### src/rtl/conv_seq_pkg.sv
// conv_seq_pkg: shared state type, window geometry and tap offsets for the convolution sequencer
package conv_seq_pkg;
  localparam int WIN_TAPS = 9;
  localparam int PIX_W = 8;
  typedef enum logic [2:0] {IDLE, FETCH, CAPTURE, ISSUE, WAIT_RES, WRITE, BORDER, DONE} state_t;
  typedef struct packed {
    logic [1:0] dx;
    logic [1:0] dy;
  } tap_off_t;
  // offsets are two's complement: 2'b11=-1, 2'b00=0, 2'b01=+1
  function automatic tap_off_t tap_off(input logic [3:0] k);
    tap_off_t t;
    t.dy = k < 4'd3 ? 2'b11 : k < 4'd6 ? 2'b00 : 2'b01;
    t.dx = (k == 4'd0 || k == 4'd3 || k == 4'd6) ? 2'b11 :
           (k == 4'd1 || k == 4'd4 || k == 4'd7) ? 2'b00 : 2'b01;
    return t;
  endfunction
endpackage

### src/rtl/conv_sequencer_if.sv
// conv_sequencer_if: frame-buffer and datapath bus between conv_sequencer and its neighbours
interface conv_sequencer_if
  import conv_seq_pkg::*;
#(parameter int ADDR_W = 8);
  logic                      src_rd_en;
  logic [ADDR_W-1:0]         src_addr;
  logic [PIX_W-1:0]          src_rd_data;
  logic                      win_valid;
  logic                      win_ready;
  logic [WIN_TAPS*PIX_W-1:0] win_pixels;
  logic                      res_valid;
  logic [PIX_W-1:0]          res_pixel;
  logic                      dst_wr_en;
  logic [ADDR_W-1:0]         dst_addr;
  logic [PIX_W-1:0]          dst_wr_data;
  modport master (
    output src_rd_en, src_addr, win_valid, win_pixels, dst_wr_en, dst_addr, dst_wr_data,
    input  src_rd_data, win_ready, res_valid, res_pixel
  );
  modport slave (
    input  src_rd_en, src_addr, win_valid, win_pixels, dst_wr_en, dst_addr, dst_wr_data,
    output src_rd_data, win_ready, res_valid, res_pixel
  );
endinterface

### src/rtl/conv_window_pack.sv
// conv_window_pack: 9-tap capture register indexed by k that presents the packed 3x3 window
module conv_window_pack
  import conv_seq_pkg::*;
(
  input  logic                      clk,
  input  logic                      reset,
  input  logic                      cap_en,
  input  logic [3:0]                cap_k,
  input  logic [PIX_W-1:0]          cap_data,
  output logic [WIN_TAPS*PIX_W-1:0] win_pixels
);
  logic [WIN_TAPS-1:0][PIX_W-1:0] taps;
  always_ff @(posedge clk or negedge reset)
    if (!reset) taps <= '0;
    else if (cap_en) taps[cap_k] <= cap_data;
  assign win_pixels = taps;
endmodule

### src/rtl/conv_sequencer.sv
// conv_sequencer: 3x3 convolution frame controller; CONV_SEQ_BORDER_REPLICATE_EN clamps border windows instead of writing 0
module conv_sequencer
  import conv_seq_pkg::*;
#(
  parameter int IMG_W  = 16,
  parameter int IMG_H  = 16,
  parameter int ADDR_W = 8
) (
  input  logic clk,
  input  logic reset,
  input  logic start,
  input  logic op_sel,
  input  logic abort,
  output logic busy,
  output logic done,
  output logic begin_gauss,
  output logic begin_sobel,
  conv_sequencer_if.master bus
);
  localparam logic [ADDR_W-1:0] W_A  = ADDR_W'(IMG_W);
  localparam logic [ADDR_W-1:0] XMAX = ADDR_W'(IMG_W - 1);
  localparam logic [ADDR_W-1:0] YMAX = ADDR_W'(IMG_H - 1);
`ifdef CONV_SEQ_BORDER_REPLICATE_EN
  localparam state_t START_ST = FETCH;
`else
  localparam state_t START_ST = BORDER;
`endif
  state_t state, state_n, adv_st;
  logic [ADDR_W-1:0] x, y, x_adv, y_adv, nx, ny, dxe, dye;
  logic [3:0] k, cap_k;
  logic [PIX_W-1:0] res;
  logic op, go, adv, last, cap_en;
  tap_off_t off;
  assign off = tap_off(k);
  assign dxe = {{(ADDR_W-2){off.dx[1]}}, off.dx};
  assign dye = {{(ADDR_W-2){off.dy[1]}}, off.dy};
`ifdef CONV_SEQ_BORDER_REPLICATE_EN
  assign nx = (x == '0 && off.dx == 2'b11) || (x == XMAX && off.dx == 2'b01) ? x : x + dxe;
  assign ny = (y == '0 && off.dy == 2'b11) || (y == YMAX && off.dy == 2'b01) ? y : y + dye;
  assign adv_st = FETCH;
`else
  assign nx = x + dxe;
  assign ny = y + dye;
  assign adv_st = x_adv != '0 && x_adv != XMAX && y_adv != '0 && y_adv != YMAX ? FETCH : BORDER;
`endif
  assign x_adv = x == XMAX ? '0 : x + ADDR_W'(1);
  assign y_adv = x == XMAX ? y + ADDR_W'(1) : y;
  assign last = x == XMAX && y == YMAX;
  assign go = state == IDLE && start && !abort;
  assign adv = state == WRITE || state == BORDER;
  always_comb begin
    state_n = state;
    case (state)
      IDLE:          if (start) state_n = START_ST;
      FETCH:         if (k == 4'd8) state_n = CAPTURE;
      CAPTURE:       state_n = ISSUE;
      ISSUE:         if (bus.win_ready) state_n = WAIT_RES;
      WAIT_RES:      if (bus.res_valid) state_n = WRITE;
      WRITE, BORDER: state_n = last ? DONE : adv_st;
      DONE:          state_n = IDLE;
      default:       state_n = IDLE;
    endcase
    if (abort) state_n = IDLE;
  end
  always_ff @(posedge clk or negedge reset)
    if (!reset) begin
      state <= IDLE;
      x     <= '0;
      y     <= '0;
      k     <= '0;
      op    <= 1'b0;
      res   <= '0;
    end else begin
      state <= state_n;
      k     <= state == FETCH ? k + 4'd1 : '0;
      if (go) begin
        x  <= '0;
        y  <= '0;
        op <= op_sel;
      end else if (adv && !last) begin
        x <= x_adv;
        y <= y_adv;
      end
      if (state == WAIT_RES && bus.res_valid) res <= bus.res_pixel;
    end
  // read data lags the strobe by one cycle, so FETCH tap k stores the data of tap k-1
  assign cap_en = (state == FETCH && k != '0) || state == CAPTURE;
  assign cap_k  = state == CAPTURE ? 4'd8 : k - 4'd1;
  conv_window_pack u_pack (
    .clk       (clk),
    .reset     (reset),
    .cap_en    (cap_en),
    .cap_k     (cap_k),
    .cap_data  (bus.src_rd_data),
    .win_pixels(bus.win_pixels)
  );
  assign busy            = state != IDLE;
  assign done            = state == DONE && !abort;
  assign begin_gauss     = busy && !op;
  assign begin_sobel     = busy && op;
  assign bus.src_rd_en   = state == FETCH && !abort;
  assign bus.src_addr    = bus.src_rd_en ? ny * W_A + nx : '0;
  assign bus.win_valid   = state == ISSUE;
  assign bus.dst_wr_en   = adv && !abort;
  assign bus.dst_addr    = bus.dst_wr_en ? y * W_A + x : '0;
  assign bus.dst_wr_data = state == WRITE ? res : '0;
endmodule

### src/flat_wrapper.sv
// flat-port wrapper written by rule: the top's interface ports become plain ports
module conv_sequencer_flat import conv_seq_pkg::*;
#(
  parameter int IMG_W  = 16,
  parameter int IMG_H  = 16,
  parameter int ADDR_W = 8
)
  (clk, reset, start, op_sel, abort, busy, done, begin_gauss, begin_sobel, bus_src_rd_en, bus_src_addr, bus_win_valid, bus_win_pixels, bus_dst_wr_en, bus_dst_addr, bus_dst_wr_data, bus_src_rd_data, bus_win_ready, bus_res_valid, bus_res_pixel);
  conv_sequencer_if #(.ADDR_W(ADDR_W)) bus_i ();
  input  logic clk;
  input  logic reset;
  input  logic start;
  input  logic op_sel;
  input  logic abort;
  output logic busy;
  output logic done;
  output logic begin_gauss;
  output logic begin_sobel;
  output wire logic [$bits(bus_i.src_rd_en)-1:0] bus_src_rd_en;
  output wire logic [$bits(bus_i.src_addr)-1:0] bus_src_addr;
  output wire logic [$bits(bus_i.win_valid)-1:0] bus_win_valid;
  output wire logic [$bits(bus_i.win_pixels)-1:0] bus_win_pixels;
  output wire logic [$bits(bus_i.dst_wr_en)-1:0] bus_dst_wr_en;
  output wire logic [$bits(bus_i.dst_addr)-1:0] bus_dst_addr;
  output wire logic [$bits(bus_i.dst_wr_data)-1:0] bus_dst_wr_data;
  input wire logic [$bits(bus_i.src_rd_data)-1:0] bus_src_rd_data;
  input wire logic [$bits(bus_i.win_ready)-1:0] bus_win_ready;
  input wire logic [$bits(bus_i.res_valid)-1:0] bus_res_valid;
  input wire logic [$bits(bus_i.res_pixel)-1:0] bus_res_pixel;
  assign bus_src_rd_en = bus_i.src_rd_en;
  assign bus_src_addr = bus_i.src_addr;
  assign bus_win_valid = bus_i.win_valid;
  assign bus_win_pixels = bus_i.win_pixels;
  assign bus_dst_wr_en = bus_i.dst_wr_en;
  assign bus_dst_addr = bus_i.dst_addr;
  assign bus_dst_wr_data = bus_i.dst_wr_data;
  assign bus_i.src_rd_data = bus_src_rd_data;
  assign bus_i.win_ready = bus_win_ready;
  assign bus_i.res_valid = bus_res_valid;
  assign bus_i.res_pixel = bus_res_pixel;
  conv_sequencer #(.IMG_W(IMG_W), .IMG_H(IMG_H), .ADDR_W(ADDR_W)) u_core (.clk(clk), .reset(reset), .start(start), .op_sel(op_sel), .abort(abort), .busy(busy), .done(done), .begin_gauss(begin_gauss), .begin_sobel(begin_sobel), .bus(bus_i));
endmodule
### config.mk
export PLATFORM = sky130hd
export DESIGN_NAME = conv_sequencer_flat
export DESIGN_NICKNAME = d
export VERILOG_FILES = /design/src/rtl/conv_seq_pkg.sv /design/src/rtl/conv_sequencer_if.sv /design/src/rtl/conv_window_pack.sv /design/src/rtl/conv_sequencer.sv /design/src/flat_wrapper.sv
export SDC_FILE = /design/constraint.sdc
export NUM_CORES = 1
export LEC_CHECK = 0
export CORE_AREA = 2 2 93 131
export DETAILED_ROUTE_END_ITERATION = 8
export DIE_AREA = 0 0 95 133
export PLACE_DENSITY = 0.88
export REMOVE_ABC_BUFFERS = 1
export SLEW_MARGIN = 10
export SYNTH_ARGS = -nofsm -noshare
export SYNTH_HDL_FRONTEND = slang
export SYNTH_HIERARCHICAL = 1
export SYNTH_SLANG_ARGS = --single-unit
### constraint.sdc
create_clock -name clk -period 4 [get_ports clk]
set_input_delay 0.4 -clock clk [delete_from_list [all_inputs] [get_ports clk]]
set_output_delay 0.4 -clock clk [all_outputs]
set_load 0.02 [all_outputs]
### After elaboration in Yosys (flattened, before gate mapping)

Index checks and enable logic that the tools add are counted.

| word-level totals | value |
|---|---|
| bits in registers | 104 |
| output and inout bits | 103 |
| bits of input ports | 23 |
| logic and storage cells | 107 |

| cells by class | value |
|---|---|
| add/sub/neg operators | 8 |
| equality and inequality tests | 21 |
| magnitude comparators | 4 |
| muxes and demuxes | 26 |
| reduce and logical (&&, ||, !) cells | 33 |

Operator list:

| cell | number |
|---|---|
| $mux 8 | 10 |
| $bwmux 72 | 1 |
| $demux 8 s4 | 1 |
| $add 8x8->8 | 3 |
| $mux 3 | 7 |
| $pmux 3 s7 | 1 |
| $add 8x1->8 const B | 2 |
| $eq 8x4->1 const B | 2 |
| $ne 8x4->1 const B | 2 |
| $reduce_bool 8->1 | 2 |
| $logic_and 1x1->1 | 15 |
| $eq 3x3->1 const B | 4 |
| $eq 4x3->1 const B | 3 |
| $mux 4 | 2 |
| $eq 3x2->1 const B | 2 |
| $logic_or 1x1->1 | 6 |
| $ne 3x2->1 const B | 2 |
| $ne 3x3->1 const B | 2 |
| $lt 4x5->1 const B | 1 |
| $add 4x1->4 const B | 1 |
| $add 4x4->4 | 1 |
| $eq 4x1->1 const B | 1 |
| $eq 4x2->1 const B | 1 |
| $eq 4x4->1 const B | 1 |
| other kinds (15) | 19 |

### Logic depth before layout (Yosys ltp)

| depth | value |
|---|---|
| depth in word-level cells | 10 |
| depth in mapped cells | 16 |
| mapped depth without buffers | 16 |

### By module

Netlist, hierarchy kept.

Modules (own cells, without submodules):

| module | area each (um^2) | cells each | instances | seq. area each (um^2) |
|---|---|---|---|---|
| conv_sequencer | 2985.4 | 345 | 1 | 800.8 |
| conv_window_pack | 2796.4 | 161 | 1 | 1801.7 |

### Worst setup path after synthesis

No wires, ideal clock.

| timing | value |
|---|---|
| path kind | reg-to-output |
| from | reg u_core.k[0] |
| to | out bus_src_addr[7] |
| stages on the path, launching flop included | 15 |
| buffers on the path | 0 |
| data arrival time | 3286 ps |
| required time | 3600 ps |
| slack | 314 ps |
| path through | dfrtp_1 -> inv_1 -> ha_1 -> nor3_1 -> nor3_1 -> inv_1 -> fa_1 -> inv_1 -> ha_1 -> o21ai_0 -> nand2b_1 -> a21o_1 -> a21oi_1 -> xnor2_1 -> nor2_1 |

| on the way | value |
|---|---|
| word-level cells in the longest chain between the ends | 8 |

RTL lines:

| element | line | source |
|---|---|---|
| from (decl) | conv_sequencer.sv:30 | `logic [3:0] k, cap_k;` |
| from (signal assigned) | conv_sequencer.sv:75 | `k <= state == FETCH ? k + 4'd1 : '0;` |
| $eq 4x1->1 / $eq 4x3->1 (equally long branches) | conv_seq_pkg.sv:15 | `(k == 4'd1 \|\| k == 4'd4 \|\| k == 4'd7) ? 2'b00 : 2'b01;` |
| $logic_or 1x1->1 (2 in a row) | conv_seq_pkg.sv:15 |  |
| $mux 1 | conv_seq_pkg.sv:15 |  |
| $mux 2 | conv_seq_pkg.sv:14 | `t.dx = (k == 4'd0 \|\| k == 4'd3 \|\| k == 4'd6) ? 2'b11 :` |
| $add 8x8->8 | conv_sequencer.sv:42 | `assign nx = x + dxe;` |
| $add 8x8->8 * | conv_sequencer.sv:102 | `assign bus.src_addr = bus.src_rd_en ? ny * W_A + nx : '0;` |
| $mux 8 * | conv_sequencer.sv:102 |  |
| to (decl) | flat_wrapper.sv:20 | `output wire logic [$bits(bus_i.src_addr)-1:0] bus_src_addr;` |

Every way passes the cells marked *; elsewhere a longest branch is shown, timed or not.

### Worst setup path in the final report

| timing | value |
|---|---|
| from | reg u_core.k[0] |
| to | out bus_src_addr[2] |

| on the way | value |
|---|---|
| word-level cells in the longest chain between the ends | 8 |

RTL lines:

| element | line |
|---|---|
| $eq 4x1->1 / $eq 4x3->1 (equally long branches) | conv_seq_pkg.sv:15 |
| $logic_or 1x1->1 (2 in a row) | conv_seq_pkg.sv:15 |
| $mux 1 | conv_seq_pkg.sv:15 |
| $mux 2 * | conv_seq_pkg.sv:14 |
| $add 8x8->8 * | conv_sequencer.sv:42 |
| $add 8x8->8 * | conv_sequencer.sv:102 |
| $mux 8 * | conv_sequencer.sv:102 |

Marks and branches as above.

==> summary.txt <==
Placement
  • Buffers on Ports: 125
  • Post-detailed-placement half-perimeter wirelength: 10790 um
  • Final GP Congestion: 0.9304

Setup path
  • Endpoint of the worst setup timing path: bus_src_addr[2]
  • Crit-path max cell delay: 0.64 ns
  • Worst R2R End: u_core/u_pack/win_pixels[31]
  • Required arrival time at the worst endpoint: 3.60 ns
  • Critical path startpoint category: register
  • Most used cell along the critical path: sky130_fd_sc_hd__ha_1
  • Crit path DAT: 3.43 ns
  • Slowest stage cell on the critical path: sky130_fd_sc_hd__or4b_2
  • Category of the critical setup timing path: register to output pin
  • R2R depth: 5
  • CP endpoint kind: output pin
  • Worst Setup SP: u_core/k[0]
  • Cell Chain, Critical Path: ha_2 > or4b_2 > a21o_1 > ha_1 > ha_1 > inv_1 > fa_2 > nor2_1 > clkdlybuf4s50_1
  • Source of the worst register-to-register timing path: u_core/state[2]
  • CP Max Fanout: 6
  • FF-to-FF setup slack: 0.98 ns

Logic synthesis
  • Leading register cell type out of synthesis: sky130_fd_sc_hd__dfrtp_1
  • Synth Warn #: 6
  • Netlist area before placement: 5782 um2
  • Sequential-to-total area share from yosys stat: 0.4501
  • Async S/R FF share, synth: 1.000
  • Number of synthesized register bits: 104
  • Synthesized area per cell: 11.43 um2
  • Number of instances in the synthesized netlist: 506
  • Count of unique library cells instantiated by Yosys: 63
  • Number of enable flip-flop cells after synthesis: 0

Routing
  • Vias/cell: 5.628
  • Overall routed net length: 14610 um
  • Number of nets with antenna violations after routing: 0
  • Mean routed wirelength per cell: 18.88 um
  • Via total after detailed routing: 4356
  • Final routed DRC violation total: 0
  • Pre-Repair DR Iteration Count: 4
  • Iter 0 DRT Violations: 229

Die
  • Die Y: 133 um
  • Die ar.: 12640 um2
  • Placement row count: 47
  • Standard cell core area: 11580 um2
  • Number of top-level design ports: 126
  • Starting density of the core: 0.4991
  • Die Width: 95 um

Clock network
  • Num Clock Sinks: 104
  • Number of buffers created by CTS: 9
  • Clock H-tree levels: 3
  • TritonCTS clock tree: built
  • Worst skew pair latency: 0.34 ns
  • Clk root buf: sky130_fd_sc_hd__clkbuf_16
  • Count of hold buffers inserted by post-cts repair: 0
  • CTS clk-pin slew, worst paths: 0.07 ns
  • Buffer levels on the longest clock path: 2

Job
  • Number of maximum-capacitance constraint violations: 0

Timing
  • Worst slew slack as a fraction of its limit: 0.3774
  • Hold Violations, Final: 0
  • Max-slew violation count: 0
  • Worst hold slack after final layout: 0.1808 ns
  • Portion of the clock cycle consumed by the worst path in the final layout: 0.9570
  • Setup repair after global routing missed its margin: yes
  • Timing-limited maximum frequency: 261.2 MHz
  • Slew at the pin closest to its max-slew limit: 0.9338 ns
  • Post-layout minimum cycle time: 3.828 ns
  • Clock skew: 0.01029 ns
  • Final count of negative-setup-slack endpoints: 0

Power and ir drop
  • Portion of total power attributed to the clock network: 0.195
  • Max rail drop VDD: 436.8 uV
  • Switching power: 1.782 mW
  • Share of total power consumed by net switching: 0.3777
  • Internal power summed over all cells: 2.936 mW
  • Sequential share of power: 0.341
  • Combinational group share of total power: 0.464
  • Leakage component of the power: 3.278 nW
  • Power per cell area: 637.3 nW/um2
  • Total power: 4.718 mW

Finish
  • Final Net Count: 674
  • Synth-to-Final Area Change: 28.05%
  • Filler Cell Count: 892
  • Most common cell after layout, fill and taps aside: sky130_fd_sc_hd__clkdlybuf4s50_1
  • Most frequent cells in the layout: 121 x sky130_fd_sc_hd__clkdlybuf4s50_1, 103 x sky130_fd_sc_hd__dfrtp_1, 73 x sky130_fd_sc_hd__mux2_2
  • Antenna cells: 0
  • Share of final-layout standard cells stronger than drive strength 1: 0.2153

Global routing
  • Via count of the first global-routing pass: 4631
  • Pin count of the biggest net entering global routing: 73
  • All-Layer GR Usage: 0.2414
  • First-pass GRT wire length: 23840 um
  • Overflow left after global routing: 0
  • Number of antenna violations at the first check in global routing: 0

Min path
  • Hold Path Class: input port to asynchronous set/reset pin

Outcome
  • Outcome: finished clean
==> synth_stat cells (3+ instances only) <==
| cell type | number | share of area |
|---|---|---|
| sky130_fd_sc_hd__buf_6 | 5 | 0.0097 |
| sky130_fd_sc_hd__mux2_4 | 8 | 0.021 |
| sky130_fd_sc_hd__nand2_1 | 17 | 0.011 |
| sky130_fd_sc_hd__nand3_1 | 15 | 0.013 |
| sky130_fd_sc_hd__nor3_1 | 10 | 0.0087 |
| sky130_fd_sc_hd__o31ai_1 | 4 | 0.0052 |
| sky130_fd_sc_hd__clkbuf_1 | 10 | 0.0065 |
| sky130_fd_sc_hd__o21ai_1 | 4 | 0.0035 |
| sky130_fd_sc_hd__nor2b_1 | 8 | 0.0087 |
| sky130_fd_sc_hd__nand2b_1 | 9 | 0.0097 |
| sky130_fd_sc_hd__a21o_1 | 8 | 0.010 |
| sky130_fd_sc_hd__o21ai_0 | 22 | 0.019 |
| sky130_fd_sc_hd__nor4_1 | 3 | 0.0032 |
| sky130_fd_sc_hd__fa_1 | 5 | 0.017 |
| sky130_fd_sc_hd__xor2_1 | 10 | 0.015 |
| sky130_fd_sc_hd__nor2_1 | 34 | 0.022 |
| sky130_fd_sc_hd__xnor2_1 | 16 | 0.024 |
| sky130_fd_sc_hd__and3_1 | 11 | 0.012 |
| sky130_fd_sc_hd__ha_1 | 24 | 0.052 |
| sky130_fd_sc_hd__dfrtp_1 | 104 | 0.45 |
| sky130_fd_sc_hd__a211oi_1 | 4 | 0.0052 |
| sky130_fd_sc_hd__buf_4 | 4 | 0.0052 |
| sky130_fd_sc_hd__a21oi_1 | 16 | 0.014 |
| sky130_fd_sc_hd__inv_1 | 22 | 0.014 |
| sky130_fd_sc_hd__buf_2 | 6 | 0.0052 |
| sky130_fd_sc_hd__mux2_2 | 73 | 0.14 |
| sky130_fd_sc_hd__and2_1 | 7 | 0.0076 |
==> sequential cells by signal (all words and copies together), names as in the netlist <==
signal                    flops
u_core/k                      4
u_core/state                  3
u_core/u_pack/win_pixels     72
u_core/y                      8
u_core/res                    8
u_core/x                      8
u_core/op                     1
==> cell type report <==
type,instances,area (um2),area share
Clock buffer,10,229.0,0.03093
Clock inverter,6,83.83,0.01132
Inverter,22,82.58,0.01115
Multi-Input combinational cell,351,2910,0.3931
Sequential cell,104,2604,0.3517
Tap cell,147,183.9,0.02484
Timing Repair Buffer,134,1310,0.1769
==> cells by family (layout without fill, tap and decap cells) <==
| logic type | count (synthesis) | in the layout | share of synthesized area |
|---|---|---|---|
| compound gates | 73 | 73 | 0.07942 |
| xor+xnor | 26 | 26 | 0.03938 |
| fa+ha+maj | 30 | 30 | 0.07098 |
| buf+inv | 51 | 172 | 0.05064 |
| flops | 104 | 104 | 0.4501 |
| mux | 81 | 81 | 0.1630 |
| simple gates | 141 | 141 | 0.1465 |
==> repair_timing <==
action	CTS	global route
resized for setup	9	9
endpoints found under the setup margin	3	5
setup buffers	0	0
==> per-stage QoR <==
| step | TNS [ns] | area, um2 | util | setup slack [ns] | cells |
|---|---|---|---|---|---|
| 2_1_floorplan | 0 | 5572 | - | 0.3164 | 477 |
| 3_3_place_gp | 0 | 7072 | 0.6104 | 0.1015 | 758 |
| 3_5_place_dp | 0 | 7072 | 0.6104 | 0.004736 | 758 |
| 4_1_cts | 0 | 7383 | 0.6373 | 0.05269 | 774 |
| 5_1_grt | -0.01486 | 7403 | 0.6391 | -0.01486 | 774 |
| 6_report | 0 | 7403 | 0.6391 | 0.1720 | 774 |
==> worst max-delay path, delay by kind of cell, from the launching register on <==
family                     cells  cell delay, ns
adders and majority gates      4            1.05
and+or+nand+nor                2            0.75
buffers and inverters          2            0.67
DFF                            1            0.43
AOI/OAI and AO/OA              1            0.20
==> power groups by stage <==
stage	combinational [mW]	clock [mW]	sequential, mW
3_5_place_dp	2.16	0	1.62
3_3_place_gp	2.09	0	1.59
2_1_floorplan	0.964	0	1.86
6_report	2.19	0.919	1.61
4_1_cts	2.18	0.940	1.61
5_1_grt	2.35	0.988	1.65
==> per-layer routing <==
layer,GRT usage,routed length (um),vias up
met5,0,0,-
met3,0.07460,1085,26
li1,-,-,1992
met2,0.4204,7682,171
met1,0.2746,5500,2167
met4,0.08696,343,0
==> worst min path at each step <==
stage / from / to / slack [ns] / cells after the start
floorplan: reset / u_core/k[0] / 0.10 / 0
global placement: u_core/op / u_core/op / 0.48 / 2
detailed placement: u_core/res[1] / u_core/res[1] / 0.49 / 1
CTS: reset / u_core/op / 0.22 / 1
global route: reset / u_core/x[0] / 0.26 / 1
finish: reset / u_core/op / 0.18 / 1
Note: power is estimated with default switching activity, not from simulation.
